[config.mk]
export PLATFORM = sky130hd
export DESIGN_NAME = blur_window_engine
export DESIGN_NICKNAME = d
export VERILOG_FILES = /design/src/rtl/blur_window_engine.sv
export SDC_FILE = /design/constraint.sdc
export NUM_CORES = 2
export LEC_CHECK = 0
export BUFFER_PORTS_ARGS = -buffer_cell sky130_fd_sc_hd__buf_2
export CAP_MARGIN = 20
export CELL_PAD_IN_SITES_DETAIL_PLACEMENT = 1
export CELL_PAD_IN_SITES_GLOBAL_PLACEMENT = 2
export CORE_MARGIN = 3
export CORE_UTILIZATION = 41
export DETAILED_ROUTE_END_ITERATION = 8
export HOLD_SLACK_MARGIN = 0.05
export PLACE_DENSITY_LB_ADDON = 0.08
export SLEW_MARGIN = 40
export SYNTH_ARGS = -nofsm -noshare
export SYNTH_HDL_FRONTEND = slang
export SYNTH_SLANG_ARGS = --single-unit
[constraint.sdc]
create_clock -name i_clk -period 16.85 [get_ports i_clk]
set_input_delay 3.37 -clock i_clk [delete_from_list [all_inputs] [get_ports i_clk]]
set_output_delay 3.37 -clock i_clk [all_outputs]
set_load 0.1 [all_outputs]
[src/rtl/blur_window_engine.sv]
// Separable binomial blur over a sliding KERNEL-row window: a serial horizontal pass
// fills the newest row buffer, then a serial vertical pass builds one output row.
//
// state   | meaning
// S_LOAD  | waiting for an input row (in_ready)
// S_HPASS | horizontal filter, one column per cycle into newest hbuf row
// S_VPASS | vertical filter over the hbuf rows, one column per cycle
// S_OUT   | output row held until out_ready
module blur_window_engine #(
  parameter int PIXEL_BITS = 8,
  parameter int WIN_COLS   = 16,
  parameter int KERNEL     = 5
) (
  input  logic                                    i_clk,
  input  logic                                    i_n_rst,
  input  logic                                    i_frame_start,
  input  logic                                    i_mode,
  input  logic                                    i_in_valid,
  output logic                                    o_in_ready,
  input  logic [(WIN_COLS+KERNEL-1)*PIXEL_BITS-1:0] i_in_row,
  output logic                                    o_out_valid,
  input  logic                                    i_out_ready,
  output logic [WIN_COLS*PIXEL_BITS-1:0]          o_out_row,
  output logic                                    o_busy
);
  localparam int IN_PIX = WIN_COLS + KERNEL - 1;
  localparam int SHIFT  = (KERNEL == 5) ? 4 : 2;
  localparam int ACC_W  = PIXEL_BITS + SHIFT;
  localparam int COL_W  = (WIN_COLS > 1) ? $clog2(WIN_COLS) : 1;
  localparam int FILL_W = $clog2(KERNEL + 1);
  localparam int CTR    = KERNEL / 2;

  if (!(KERNEL == 3 || KERNEL == 5)) begin : g_bad_kernel
    $error("blur_window_engine: KERNEL must be 3 or 5");
  end

  typedef enum logic [1:0] {S_LOAD, S_HPASS, S_VPASS, S_OUT} state_t;

  state_t                    r_state, w_state_nxt;
  logic [FILL_W-1:0]         r_filled;
  logic [COL_W-1:0]          r_col;
  logic                      r_mode;
  logic [IN_PIX*PIXEL_BITS-1:0] r_in_row;
  logic [PIXEL_BITS-1:0]     r_hbuf [KERNEL][WIN_COLS];
  logic [PIXEL_BITS-1:0]     r_out_pix [WIN_COLS];

  logic [PIXEL_BITS-1:0]     w_in_pix [IN_PIX];
  logic [PIXEL_BITS-1:0]     w_hwin [KERNEL];
  logic [PIXEL_BITS-1:0]     w_vwin [KERNEL];
  logic [ACC_W-1:0]          w_hacc, w_vacc;
  logic [PIXEL_BITS-1:0]     w_h, w_v;
  logic                      w_last;

  function automatic logic [ACC_W-1:0] wt(input int k);
    if (KERNEL == 3) return (k == 1) ? ACC_W'(2) : ACC_W'(1);
    case (k)
      1, 3:    return ACC_W'(4);
      2:       return ACC_W'(6);
      default: return ACC_W'(1);
    endcase
  endfunction

  for (genvar i = 0; i < IN_PIX; i++) begin : g_unpack
    assign w_in_pix[i] = r_in_row[i*PIXEL_BITS +: PIXEL_BITS];
  end

  for (genvar c = 0; c < WIN_COLS; c++) begin : g_pack
    assign o_out_row[c*PIXEL_BITS +: PIXEL_BITS] = r_out_pix[c];
  end

  assign w_last      = (r_col == COL_W'(WIN_COLS - 1));
  assign o_in_ready  = (r_state == S_LOAD);
  assign o_out_valid = (r_state == S_OUT);
  assign o_busy      = (r_state != S_LOAD);

  // Select the taps for the current column once, so only KERNEL multipliers per pass.
  always_comb begin
    for (int k = 0; k < KERNEL; k++) begin
      w_hwin[k] = '0;
      w_vwin[k] = '0;
    end
    for (int c = 0; c < WIN_COLS; c++) begin
      if (r_col == COL_W'(c)) begin
        for (int k = 0; k < KERNEL; k++) begin
          w_hwin[k] = w_in_pix[c+k];
          w_vwin[k] = r_hbuf[k][c];
        end
      end
    end
  end

  always_comb begin
    w_hacc = ACC_W'(1 << (SHIFT - 1));
    w_vacc = ACC_W'(1 << (SHIFT - 1));
    for (int k = 0; k < KERNEL; k++) begin
      w_hacc = w_hacc + wt(k) * ACC_W'(w_hwin[k]);
      w_vacc = w_vacc + wt(k) * ACC_W'(w_vwin[k]);
    end
    w_h = r_mode ? PIXEL_BITS'(w_hacc >> SHIFT) : w_hwin[CTR];
    w_v = r_mode ? PIXEL_BITS'(w_vacc >> SHIFT) : w_vwin[CTR];
  end

  always_comb begin
    w_state_nxt = r_state;
    case (r_state)
      S_LOAD:  if (i_in_valid) w_state_nxt = S_HPASS;
      S_HPASS: if (w_last) w_state_nxt = (r_filled == FILL_W'(KERNEL)) ? S_VPASS : S_LOAD;
      S_VPASS: if (w_last) w_state_nxt = S_OUT;
      S_OUT:   if (i_out_ready) w_state_nxt = S_LOAD;
      default: w_state_nxt = S_LOAD;
    endcase
    if (i_frame_start) w_state_nxt = S_LOAD;
  end

  always_ff @(posedge i_clk) begin
    if (!i_n_rst) r_state <= S_LOAD;
    else          r_state <= w_state_nxt;
  end

  always_ff @(posedge i_clk) begin
    if (!i_n_rst) begin
      r_filled <= '0;
      r_col    <= '0;
      r_mode   <= 1'b1;
      r_in_row <= '0;
      for (int r = 0; r < KERNEL; r++)
        for (int c = 0; c < WIN_COLS; c++) r_hbuf[r][c] <= '0;
      for (int c = 0; c < WIN_COLS; c++) r_out_pix[c] <= '0;
    end else if (i_frame_start) begin
      r_filled <= '0;
      r_col    <= '0;
      r_mode   <= i_mode;
    end else begin
      case (r_state)
        S_LOAD: if (i_in_valid) begin
          r_in_row <= i_in_row;
          r_col    <= '0;
          for (int r = 0; r < KERNEL - 1; r++)
            for (int c = 0; c < WIN_COLS; c++) r_hbuf[r][c] <= r_hbuf[r+1][c];
          if (r_filled != FILL_W'(KERNEL)) r_filled <= r_filled + 1'b1;
        end
        S_HPASS: begin
          r_hbuf[KERNEL-1][r_col] <= w_h;
          r_col <= w_last ? '0 : r_col + 1'b1;
        end
        S_VPASS: begin
          r_out_pix[r_col] <= w_v;
          r_col <= w_last ? '0 : r_col + 1'b1;
        end
        default: ;
      endcase
    end
  end
endmodule

# Word-level counts from Yosys, hierarchy flattened

Memory sizes are Yosys's and may differ from the RTL's.
Cells that the tools add are included.

Output and inout port bits: 131
Logic and storage cells: 508
Memory bits (writable): 768
Memories: 2
Register bits: 170
Input port bits: 166

Reductions and logical operators: 12
Add/sub/neg operators: 12
Bitwise logic cells: 195
Order comparisons: 2
Mux-type cells: 254
Equality and inequality tests: 24
Multipliers: 2

Memory list:

| memory    | words | bits a word | rd ports | clocked after Yosys merged registers in | write ports | line | RTL |
|---|---|---|---|---|---|---|---|
| r_hbuf    | 5     | 128         | 5        | 0                                       | 5           | 44   | `logic [PIXEL_BITS-1:0] r_hbuf [KERNEL][WIN_COLS];` |
| r_out_pix | 16    | 8           | 16       | 0                                       | 16          | 45   | `logic [PIXEL_BITS-1:0] r_out_pix [WIN_COLS];` |

Operator list:

| kind                                                                 | count |
|---|---|
| 40-bit two-way mux                                                   | 32 |
| 8-bit two-way mux                                                    | 68 |
| 1-bit bitwise OR                                                     | 192 |
| 1-bit two-way mux                                                    | 142 |
| 128-bit two-way mux                                                  | 1 |
| 8-bit demux with 4-bit select                                        | 1 |
| 4-bit == test, second input constant                                 | 8 |
| 11-bit by 11-bit adder with 12-bit output                            | 2 |
| 12-bit by 10-bit adder with 12-bit output                            | 2 |
| 12-bit by 8-bit adder with 12-bit output                             | 2 |
| 9-bit by 10-bit adder with 11-bit output                             | 2 |
| 2-bit by 8-bit multiplier with 10-bit output, first input constant   | 2 |
| 4-bit by 8-bit adder with 9-bit output, first input constant         | 2 |
| 4-bit by 3-bit == test with 1-bit output, second input constant      | 4 |
| 4-bit two-way mux                                                    | 3 |
| 2-bit two-way mux                                                    | 5 |
| 4-bit by 2-bit == test with 1-bit output, second input constant      | 2 |
| 2-bit case mux with 4 select lines                                   | 1 |
| 4-bit case mux with 2 select lines                                   | 1 |
| 8-bit OR reduction                                                   | 1 |
| 2-bit != test, second input constant                                 | 3 |
| 3-bit AND reduction                                                  | 2 |
| 5-bit greater-or-equal comparator, second input constant             | 1 |
| 5-bit by 1-bit < comparator with 1-bit output, second input constant | 1 |
| 17 further kinds                                                     | 21 |

# Depth between registers and ports, before layout

Depth in word-level cells: 24
Mapped depth: 38
Gate-level depth less buffers: 33

# Worst setup path after synthesis

Ideal clock, no wire load.

Path type: input to register
From: input port i_in_valid
To: memory r_hbuf[0][0] (netlist bit), enable pin
Required time: 15.992 ns
Path slack: 2.200 ns
Data arrival time: 13.793 ns
Cell stages on the path: 4
Path buffers: 1
Library setup time: 0.858 ns
Cell sequence: nand2_1 o21a_1 clkbuf_1 inv_1

RTL lines:

| what               | line | RTL |
|---|---|---|
| start: declaration | 18   | `input logic i_in_valid,` |
| end: declaration   | 44   |  |

==> results.toml <==
[routing]
routed_wl_um = 174000
viasPerCell = 6.09
post_drt_wl_per_cell_um = 29.6
drt-initial-drc-count = 3283
ant_nets = 0
drt_first_pass_iters = 7
vias = 35900
drc = 0

[setup_path]
endpoint_kind = "register"
worstPathArrival_ns = 9.56
r2r_setup_slack_ns = 7.69
slowest_stage = "nor4b_4"
cp_max_fo = 43
regToRegEndpoint = "r_out_pix[12][5]$_SDFFCE_PN0P_"
start_kind = "register"
critical_path_class = "reg -> reg"
path_common_cell = "fa_1"
cp_slowest_stage_delay_ns = 0.69
reg2reg_depth = 28
required_ns = 17.24
reg2reg_from = "r_col[0]$_SDFFE_PP0P_"

[die]
die_y_um = 341
die-area_mm2 = 0.116
rows = 122
die_w_um = 341
start_util = 0.415
coreArea_mm2 = 0.111
io_pins = 297

[place]
pre_cts_slack_ns = 7.66
numPortBuffers = 296
dp_hpwl_um = 121000
gp_congestion = 0.902
post_dp_cell_area_mm2 = 0.0492
dp_cells = 5693

[hold_path]
hold_end = "r_in_row[2]$_SDFFE_PN0P_"
hold_start = "r_in_row[2]$_SDFFE_PN0P_"
min_path_cells = 1
hold_path_class = "reg -> reg"

[synthesis]
synth-seq-cells = 938
avgSynthCellArea_um2 = 11.1
syn_nets = 4421
synth_seq_area_share = 0.575
yosys_warnings = 0
async_reset_ff_frac = 0
netlist_area_mm2 = 0.0460
synth_flop_cell = "edfxtp_1"
syn_inst = 4148
ys_types = 83
synth_edf_count = 768

[layout]
final_cell_count_no_fill = 5892
finish.instance_area_mm2 = 0.0525
multiInputGateArea_mm2 = 0.0180
fill_cells = 12000
synthToLayoutAreaGrowth_pct = 14.2
drive_above_1_share = 0.141
ff_latch_area_mm2 = 0.0265
fin_nets = 4584
fin_util = 0.473

[global_route]
grt.overflow.total = 0
grt_pass1_vias = 37100
track_usage = 0.295
grt_pass1_wl_um = 254000
antenna_found_initial = 15
grt_max_degree = 147

[timing]
setup_tns_ns = 0
period_share = 0.544
hold_viol_final = 0
fin_skew_ns = 0.0498
final_max_slew_viol_count = 0
tightest_slew_ns = 0.865
rsz0062_at_grt = "false"
setup_viol = 0
layout_setup_ws_ns = 7.69
relSlewSlack = 0.411
fmax_ghz = 0.109
finalCriticalPeriod_ns = 9.16

[clock_network]
cts_setup_buffers = 0
clk_pin_slew_ns = 0.06
clkSinkCount = 938
cts_tree = "built"
worst_skew_pair.late_latency_ns = 0.72
cts_inserted_buffers = 103
clk_path_buf_depth = 3
cts_resized = 0
cts_root_buf = "clkbuf_16"
htreeDepth = 3
hold_buffers = 0

[power_and_ir_drop]
leakagePower_nw = 19.9
p_per_area_mw_per_mm2 = 114
ir_drop_mv = 0.244

[outcome]
status = "completed"

[job]
max_cap_viol_count = 0
## through the flow
stage / power, mW / hold slack [ns]
final: 5.98 / 0.480
after global routing: 6.18 / 0.509
after CTS: 6.03 / 0.481
after detailed placement: 3.83 / 0.468
after global placement: 3.79 / 0.460
after floorplan: 3.38 / 0.441
## layout make-up
cell class	instances	area share
clock buffers	136	0.0537
repair buffers	402	0.0467
flip-flops and latches	938	0.504
multi-input cells	2748	0.343
well taps	1488	0.0354
inverters	118	0.00867
diodes	6	0.000286
clock inverters	56	0.00805
## sequential cells by signal, summed over array words and instances, names as in the netlist, named ones only
signal and count:
r_hbuf 640, r_in_row 160, r_out_pix 128, r_col 4, r_filled 3, r_mode 1
r_state 1
## cells in the final DEF (no fill, tap or decap), types with 11 or more instances in the layout
cell type / synthesis / routed
a21o_1: 20 / 20
clkbuf_16: 0 / 106
a221oi_1: 162 / 162
nor2_1: 455 / 437
a22oi_1: 34 / 34
dfxtp_1: 170 / 168
o31ai_1: 11 / 11
nor2b_1: 16 / 15
nand4_1: 18 / 18
fa_1: 48 / 48
a31oi_1: 21 / 21
clkinv_1: 3 / 28
and2_1: 496 / 496
o211ai_1: 30 / 30
edfxtp_1: 768 / 768
o221ai_1: 39 / 39
ha_1: 59 / 55
o21ai_0: 223 / 218
clkinv_2: 0 / 18
nand3b_1: 16 / 16
a221o_1: 61 / 61
a222oi_1: 32 / 32
nand3_1: 33 / 32
o221a_2: 12 / 12
clkbuf_1: 265 / 24
xnor2_1: 17 / 17
o22ai_1: 40 / 40
buf_2: 41 / 296
buf_4: 1 / 89
a22o_1: 156 / 156
nor3_1: 71 / 71
nand2_1: 239 / 237
a21oi_1: 225 / 224
a211oi_1: 57 / 57
inv_1: 115 / 114
## routing by layer
| metal | global-route usage | vias up | wire length [um] |
|---|---|---|---|
| li1 | - | 15900 | - |
| met1 | 0.380 | 18400 | 71900 |
| met2 | 0.499 | 1203 | 84800 |
| met3 | 0.0445 | 342 | 10300 |
| met4 | 0.117 | 18 | 7320 |
| met5 | 0 | - | 113 |
## kinds of logic after synthesis
family                   Yosys count  share of synthesized area
AND/OR/NAND/NOR                 1387                      0.150
AO/OA/AOI/OAI                   1221                      0.192
flip-flops                       938                      0.575
buffers and inverters            462                     0.0389
adder cells (fa/ha/maj)          107                     0.0369
XOR/XNOR                          25                    0.00476
multiplexers                       8                    0.00234
## worst max-delay path: cells and delay by family, from the launching register on
kind            cells  cell delay [ns]
fa+ha+maj           5             2.42
compound gates     12             2.38
buf+inv             5             1.64
simple gates        4             1.12
mux                 1             0.66
flops               1             0.39
xor+xnor            1             0.14
## Yosys cell counts (all sizes together), types with 8 or more instances
library cell  number  area share
a2111oi           11      0.0025
a211oi            57      0.0093
a21o              20      0.0033
a21oi            226       0.025
a221o             61       0.013
a221oi           162       0.031
a222oi            32      0.0070
a22o             156       0.030
a22oi             34      0.0055
a311oi             8      0.0015
a31oi             22      0.0031
and2             497       0.068
and3               9      0.0012
buf               78      0.0076
clkbuf           266       0.022
dfxtp            170       0.074
edfxtp           768        0.50
fa                48       0.021
ha                59       0.016
inv              115      0.0094
nand2            239       0.020
nand3             34      0.0038
nand3b            16      0.0026
nand4             18      0.0024
nor2             455       0.037
nor2b             16      0.0022
nor3              71      0.0077
o211ai            30      0.0049
o21a               9      0.0015
o21ai            228       0.025
o21bai             9      0.0015
o221a             12      0.0029
o221ai            39      0.0074
o22ai             40      0.0054
o31ai             12      0.0021
xnor2             17      0.0032
xor2               8      0.0015
## where the power goes
| group | total, mW | switching (mW) | internal (mW) |
|---|---|---|---|
| Clock | 2.20 | 0.976 | 1.23 |
| Sequential | 2.73 | 0.0914 | 2.64 |
| Combinational | 1.05 | 0.762 | 0.291 |
| Total | 5.98 | 1.83 | 4.15 |
## worst max path at each step
stage,from,end,depth (start not counted)
final,r_col[0]$_SDFFE_PP0P_,r_out_pix[12][5]$_SDFFCE_PN0P_,28
after detailed placement,r_col[0]$_SDFFE_PP0P_,r_out_pix[4][5]$_SDFFCE_PN0P_,28
after CTS,r_col[0]$_SDFFE_PP0P_,r_out_pix[12][5]$_SDFFCE_PN0P_,28
after global placement,r_col[0]$_SDFFE_PP0P_,r_out_pix[1][6]$_SDFFCE_PN0P_,29
after floorplan,i_in_valid,r_hbuf[0][0]$_SDFFCE_PN0P_,4
after global routing,r_col[0]$_SDFFE_PP0P_,r_out_pix[5][5]$_SDFFCE_PN0P_,28
No activity file was read; power rests on OpenSTA's default activity.
